`config.mk`:
```
export PLATFORM = sky130hd
export DESIGN_NAME = mem_access_stage
export DESIGN_NICKNAME = d
export VERILOG_FILES = /design/src/rtl/mem_access_stage.sv
export SDC_FILE = /design/constraint.sdc
export NUM_CORES = 1
export LEC_CHECK = 0
export ABC_AREA = 1
export BUFFER_PORTS_ARGS = -buffer_cell sky130_fd_sc_hd__buf_2
export CORE_UTILIZATION = 49
export CTS_CLUSTER_SIZE = 16
export DETAILED_ROUTE_END_ITERATION = 10
export PLACE_DENSITY_LB_ADDON = 0.12
export SLEW_MARGIN = 30
export SYNTH_ARGS = -nofsm -noshare
export SYNTH_HDL_FRONTEND = slang
export SYNTH_SLANG_ARGS = --single-unit
```
`constraint.sdc`:
```
create_clock -name clk -period 11.9 [get_ports clk]
set_clock_uncertainty 0.05 [all_clocks]
set_input_delay 0.595 -clock clk [delete_from_list [all_inputs] [get_ports clk]]
set_output_delay 0.595 -clock clk [all_outputs]
set_load 0.01 [all_outputs]
```
`src/rtl/mem_access_stage.sv`:
```
// EX->MEM pipeline stage: registers the EX results, decodes loads/stores into byte lanes,
// and adds valid/ready flow control with a 2-entry skid buffer. Optional macro: MISALIGN_TRAP_EN.
module mem_access_stage #(
   parameter int XLEN = 32,
   parameter int BE_W = XLEN/8
) (
   input  logic            clk,
   input  logic            rst,
   input  logic            i_flush,
   input  logic            i_in_valid,
   output logic            o_in_ready,
   input  logic [XLEN-1:0] i_pc_exe,
   input  logic [XLEN-1:0] i_alu_out,
   input  logic [XLEN-1:0] i_data_b_exe,
   input  logic [31:0]     i_instr_exe,
   output logic            o_out_valid,
   input  logic            i_out_ready,
   output logic [XLEN-1:0] o_pc_4_acc,
   output logic [XLEN-1:0] o_alu_out_acc,
   output logic [XLEN-1:0] o_wdata_acc,
   output logic [BE_W-1:0] o_be_acc,
   output logic [31:0]     o_instr_acc,
   output logic            o_mem_we,
   output logic            o_mem_re,
   output logic            o_misalign
);

   localparam int         AW       = $clog2(BE_W);
   localparam logic [6:0] OP_LOAD  = 7'b0000011;
   localparam logic [6:0] OP_STORE = 7'b0100011;

   typedef enum logic [1:0] {
      SZ_B = 2'd0,
      SZ_H = 2'd1,
      SZ_W = 2'd2,
      SZ_D = 2'd3
   } size_e;

   typedef struct packed {
      logic [XLEN-1:0] pc4;
      logic [XLEN-1:0] alu;
      logic [XLEN-1:0] wdata;
      logic [BE_W-1:0] be;
      logic [31:0]     instr;
      logic            we;
      logic            re;
      logic            mis;
   } entry_t;

   function automatic entry_t decode(input logic [XLEN-1:0] pc,
                                     input logic [XLEN-1:0] alu,
                                     input logic [XLEN-1:0] data,
                                     input logic [31:0]     instr);
      entry_t          e;
      logic            legal;
      logic            is_st;
      logic            is_ld;
      size_e           sz;
      logic [AW-1:0]   lo;
      logic [AW-1:0]   low_mask;
      logic [BE_W-1:0] lane_mask;
      e         = '0;
      legal     = 1'b0;
      sz        = SZ_B;
      is_st     = (instr[6:0] == OP_STORE);
      is_ld     = (instr[6:0] == OP_LOAD);
      lo        = alu[AW-1:0];
      e.pc4     = pc + XLEN'(3'd4);
      e.alu     = alu;
      e.instr   = instr;
      if (is_st) begin
         case (instr[14:12])
            3'b000:  begin legal = 1'b1;         sz = SZ_B; end
            3'b001:  begin legal = 1'b1;         sz = SZ_H; end
            3'b010:  begin legal = 1'b1;         sz = SZ_W; end
            3'b011:  begin legal = (XLEN == 64); sz = SZ_D; end
            default: begin legal = 1'b0;         sz = SZ_B; end
         endcase
      end else if (is_ld) begin
         case (instr[14:12])
            3'b000, 3'b100: begin legal = 1'b1;         sz = SZ_B; end
            3'b001, 3'b101: begin legal = 1'b1;         sz = SZ_H; end
            3'b010:         begin legal = 1'b1;         sz = SZ_W; end
            3'b110:         begin legal = (XLEN == 64); sz = SZ_W; end
            3'b011:         begin legal = (XLEN == 64); sz = SZ_D; end
            default:        begin legal = 1'b0;         sz = SZ_B; end
         endcase
      end else begin
         legal = 1'b0;
      end
      // lane_mask covers the access width; low_mask selects address bits below the access size
      case (sz)
         SZ_B: begin
            lane_mask = BE_W'(1'b1);
            low_mask  = '0;
            e.wdata   = {BE_W{data[7:0]}};
         end
         SZ_H: begin
            lane_mask = BE_W'(2'b11);
            low_mask  = AW'(1'b1);
            e.wdata   = {(BE_W/2){data[15:0]}};
         end
         SZ_W: begin
            lane_mask = BE_W'(4'hF);
            low_mask  = AW'(2'd3);
            e.wdata   = {(XLEN/32){data[31:0]}};
         end
         default: begin
            lane_mask = '1;
            low_mask  = AW'(3'd7);
            e.wdata   = data;
         end
      endcase
      if (legal) begin
         e.be = lane_mask << (lo & ~low_mask);
         e.we = is_st;
         e.re = is_ld;
      end else begin
         e.be    = '0;
         e.we    = 1'b0;
         e.re    = 1'b0;
         e.wdata = data;
      end
`ifdef MISALIGN_TRAP_EN
      e.mis = legal & (|(lo & low_mask));
      if (e.mis) begin
         e.be = '0;
         e.we = 1'b0;
         e.re = 1'b0;
      end else begin
         e.be = e.be;
      end
`else
      e.mis = 1'b0;
`endif
      return e;
   endfunction

   entry_t r_out;
   entry_t r_skid;
   logic   r_out_valid;
   logic   r_skid_valid;
   logic   r_in_ready;
   entry_t w_dec;
   logic   w_accept;
   logic   w_out_load;

   // Decode the EX instruction and derive the handshake qualifiers.
   always_comb begin
      w_dec      = decode(i_pc_exe, i_alu_out, i_data_b_exe, i_instr_exe);
      w_accept   = i_in_valid & r_in_ready;
      w_out_load = ~r_out_valid | i_out_ready;
   end

   // Output register and skid entry; the skid only fills while the output is stalled.
   always_ff @(posedge clk or posedge rst) begin
      if (rst) begin
         r_out        <= '0;
         r_skid       <= '0;
         r_out_valid  <= 1'b0;
         r_skid_valid <= 1'b0;
         r_in_ready   <= 1'b1;
      end else if (i_flush) begin
         r_out_valid  <= 1'b0;
         r_skid_valid <= 1'b0;
         r_in_ready   <= 1'b1;
      end else if (w_out_load) begin
         if (r_skid_valid) begin
            r_out       <= r_skid;
            r_out_valid <= 1'b1;
         end else if (w_accept) begin
            r_out       <= w_dec;
            r_out_valid <= 1'b1;
         end else begin
            r_out_valid <= 1'b0;
         end
         r_skid_valid <= 1'b0;
         r_in_ready   <= 1'b1;
      end else if (w_accept) begin
         r_skid       <= w_dec;
         r_skid_valid <= 1'b1;
         r_in_ready   <= 1'b0;
      end
   end

   assign o_in_ready    = r_in_ready;
   assign o_out_valid   = r_out_valid;
   assign o_pc_4_acc    = r_out.pc4;
   assign o_alu_out_acc = r_out.alu;
   assign o_wdata_acc   = r_out.wdata;
   assign o_be_acc      = r_out.be;
   assign o_instr_acc   = r_out.instr;
   assign o_mem_we      = r_out_valid & r_out.we;
   assign o_mem_re      = r_out_valid & r_out.re;
   assign o_misalign    = r_out_valid & r_out.mis;

endmodule

```
==> impl_results.md <==
- Status: completed
- Setup crit end kind: register
- FF-to-FF Start: r_skid_valid
- I/O Buffers: 268
- XOR/XNOR share of the synthesized area: 0.706%
- Total gr overflow: 0
- Share of the synthesized area in the top cell type: 49.5%
- Drt pass-1 iters: 6
- RSZ-0062 raised after global routing: no
- Clock Power Share: between 30% and 40%
- R2R setup slack: between 8000 and 9000 ps
- Area delta synth->final: 11.2%
- Cell internal pwr: approximately 1.9 mW
- Data required time at the worst endpoint: about 12000 ps
- Compound-cell area share of the yosys netlist: 13.9%
- Vias: 11000
- IO Pins: 270
- Cts repair resizes: 0
- Worst r2r dst: o_alu_out_acc[10]
- Final setup TNS: 0 ps
- Max_slew headroom: 39.0%
- Synth cell count leaders: nand2_1 (518), o21ai_0 (273), dfrtp_1 (270)
- Overall power: 2.64 mW
- Period minus WS final: 3290 ps
- Initial Utilization: 50.3%
- Final slew viol count: 0
- Fraction of registers with async set or reset after synthesis: 100%
- Count leader, synth: nand2_1
- Share of cells above drive strength 1: 19.4%
- Post-Synth Simple-Gate Area: a little over a fifth
- Synth warn: 0
- Mapped Nets: 1863
- Slew @ Worst Pin: 915 ps
- Arrival time worst endpoint: 3620 ps
- Global placement routability congestion: 0.909
- FP Rows: 60
- Inst Count DP: 2153
- Max frequency: 304 MHz
- Drt total wl: between 30000 and 40000 um
- WL/cell: 14.7 um
- DIE WIDTH: 169 um
- Post CTS Setup Buffer Count: 0
- Drc violations: 0
- Dpl ws: 8430 ps
- Net Sw Power: 743 uW
- Synth Area in Adders: less than 1%
- CP startpoint kind: register
- First-pass GRT wire length: 52500 um
- Post-route ant nets: 0
- Synth Instances: about 1700
- Post-synth top area cell: dfrtp_1
- Initial DRC Count: roughly 840
- Post-synthesis sequential area ratio: 49.7%
- WS Path Type: reg -> reg
- # setup viols final: 0
- Final hold vios: 0
- Post-synth EDFFs: 0
- Worst Hold Class: in -> async
- Final worst slack: 8610 ps
- Worst R2R Path Depth: 7
- Pin count of the biggest net entering global routing: 147
- Sequential share of power: 46.2%
- Fillers: 2651
- Count of cell types in the netlist: 33
- Gate power share: between 15 and 20%
- Most used flip-flop cell after synthesis: dfrtp_1
- Syn Area/Cell: 7.89 um^2
- Hpwl dp: 21300 um
- Die area: 0.0285 mm^2
- Count of clock tree sinks: 271
- Worst-path fanout max: around 150
- Leakage power: ~8.1 nW
- Largest family of logic cells by synthesized area: simple AND/OR/NAND/NOR gates
- CTS tree: built
- Gr usage total: 22.8%
- CTS max path bufs: 3
- Ranking of synthesized cells by area: dfrtp_1 (50%), nand2_1 (14%), o21ai_0 (10%)
- Root buffer selected by CTS: clkbuf_16
- Clk_lat worst skew: 550 ps
- Final Non-Filler Cells: 2210
- Min Hold Slack: 54.0 ps
- Clock Pin Slew Worst Setup and Hold Paths: ~60 ps
- Initial antenna violation count: 1
- Seq. cell area: roughly 0.0068 mm^2
- Post-synthesis mux area share: 0%
- CTS Buf Count: 30
- Fin nets: 1947
- Max_cap viols: 0
- DIE HEIGHT: 169 um
- Core area: 0.0271 mm^2
- Vias/cell: about 5
- Yosys reg bits: 271
- Peak supply drop: 114 uV
- Multi-input combinational cell area: 0.00496 mm^2
- Sw Share: 28.1%
- Hold-fix buffers, CTS: 0
- Period utilization: 27.6%
- Pwr per Cell Area: 174 mW/mm^2
- Vias in the first global route: 10200
- Synth Cell Area: 0.0136 mm^2
- H-tree levels: 1
[final cells by class]
class,count,area share [%]
antenna,1,0.0165
tap,372,3.07
sequential,271,44.7
multi-input combinational,1109,32.7
timing repair buffer,275,9.26
clock inverter,15,1.17
inverter,126,3.30
clock buffer,41,5.76
[per-layer routing]
metal,wire length [um],vias up,track usage (%)
li1,-,5557,-
met1,15200,5069,32.8
met2,14800,297,35.9
met3,1770,50,3.58
met4,638,2,5.49
met5,9,-,0
[state kept, by name, indices dropped and copies added, names as in the netlist, 2 cells and up]
signal / cells
r_out: 2
o_instr_acc: 32
o_pc_4_acc: 32
o_be_acc: 4
o_alu_out_acc: 32
o_wdata_acc: 32
r_skid: 134
[how the worst max path moves through the flow]
stage / from / to / slack [ps] / cells after the start
2_1_floorplan: rst / o_alu_out_acc[0] / 3790 / 1
3_3_place_gp: r_skid_valid / o_wdata_acc[10] / 8490 / 9
3_5_place_dp: r_skid_valid / o_wdata_acc[2] / 8430 / 7
4_1_cts: r_skid_valid / o_alu_out_acc[10] / 8400 / 7
5_1_grt: r_skid_valid / o_alu_out_acc[5] / 8230 / 7
6_report: r_skid_valid / o_alu_out_acc[10] / 8610 / 7
[cell families after synthesis]
family | count (synthesis)
compound gates | 363
xor+xnor | 11
buf+inv | 349
other cells | 1
flops | 271
simple gates | 733
fa+ha+maj | 1
[worst max-delay path: stages, from the launching register on]
cell and delay, ps:
dfrtp_1 420, inv_6 530, nand2_1 110, nand2_1 170, nor2_4 170, inv_8 600
buf_4 820, o21ai_0 190
[power by group through the flow]
| stage | Clock (mW) | Sequential (mW) | Combinational, mW |
|---|---|---|---|
| after floorplan | 0 | 1.21 | 0.402 |
| final | 0.971 | 1.22 | 0.449 |
| after CTS | 0.995 | 1.22 | 0.457 |
| after detailed placement | 0 | 1.23 | 0.455 |
| after global placement | 0 | 1.23 | 0.443 |
| after global routing | 1.03 | 1.24 | 0.516 |
[metrics by stage]
step / instance area (um^2) / util [%]
global route: 15200 / 56.0
floorplan: 13600 / -
detailed placement: 14100 / 52.1
finish: 15200 / 56.0
CTS: 15200 / 55.9
global placement: 14100 / 52.0
[cell usage in the layout, fill, tap and decap left out, types with 2 or more instances in the layout]
master     count
nand4_1        6
nand2_1      518
nand3b_1       8
nor2_1       123
nand3_1       51
o21ai_2        7
clkbuf_8       6
o21ai_1       34
inv_1        120
nand2_2        4
dfrtp_1      270
nand3_2        2
o21a_1         4
buf_2        268
buf_6          3
a21oi_1       15
nor2_2         4
xor2_1         8
nor3_1         8
inv_2          2
buf_4          4
xnor2_1        3
or2_1          2
nor2_4         4
o21ai_0      273
clkinv_2      10
bufinv_16      4
clkbuf_1       4
clkbuf_16     31
a31oi_1       30
Power figures use the tool's default switching activity.
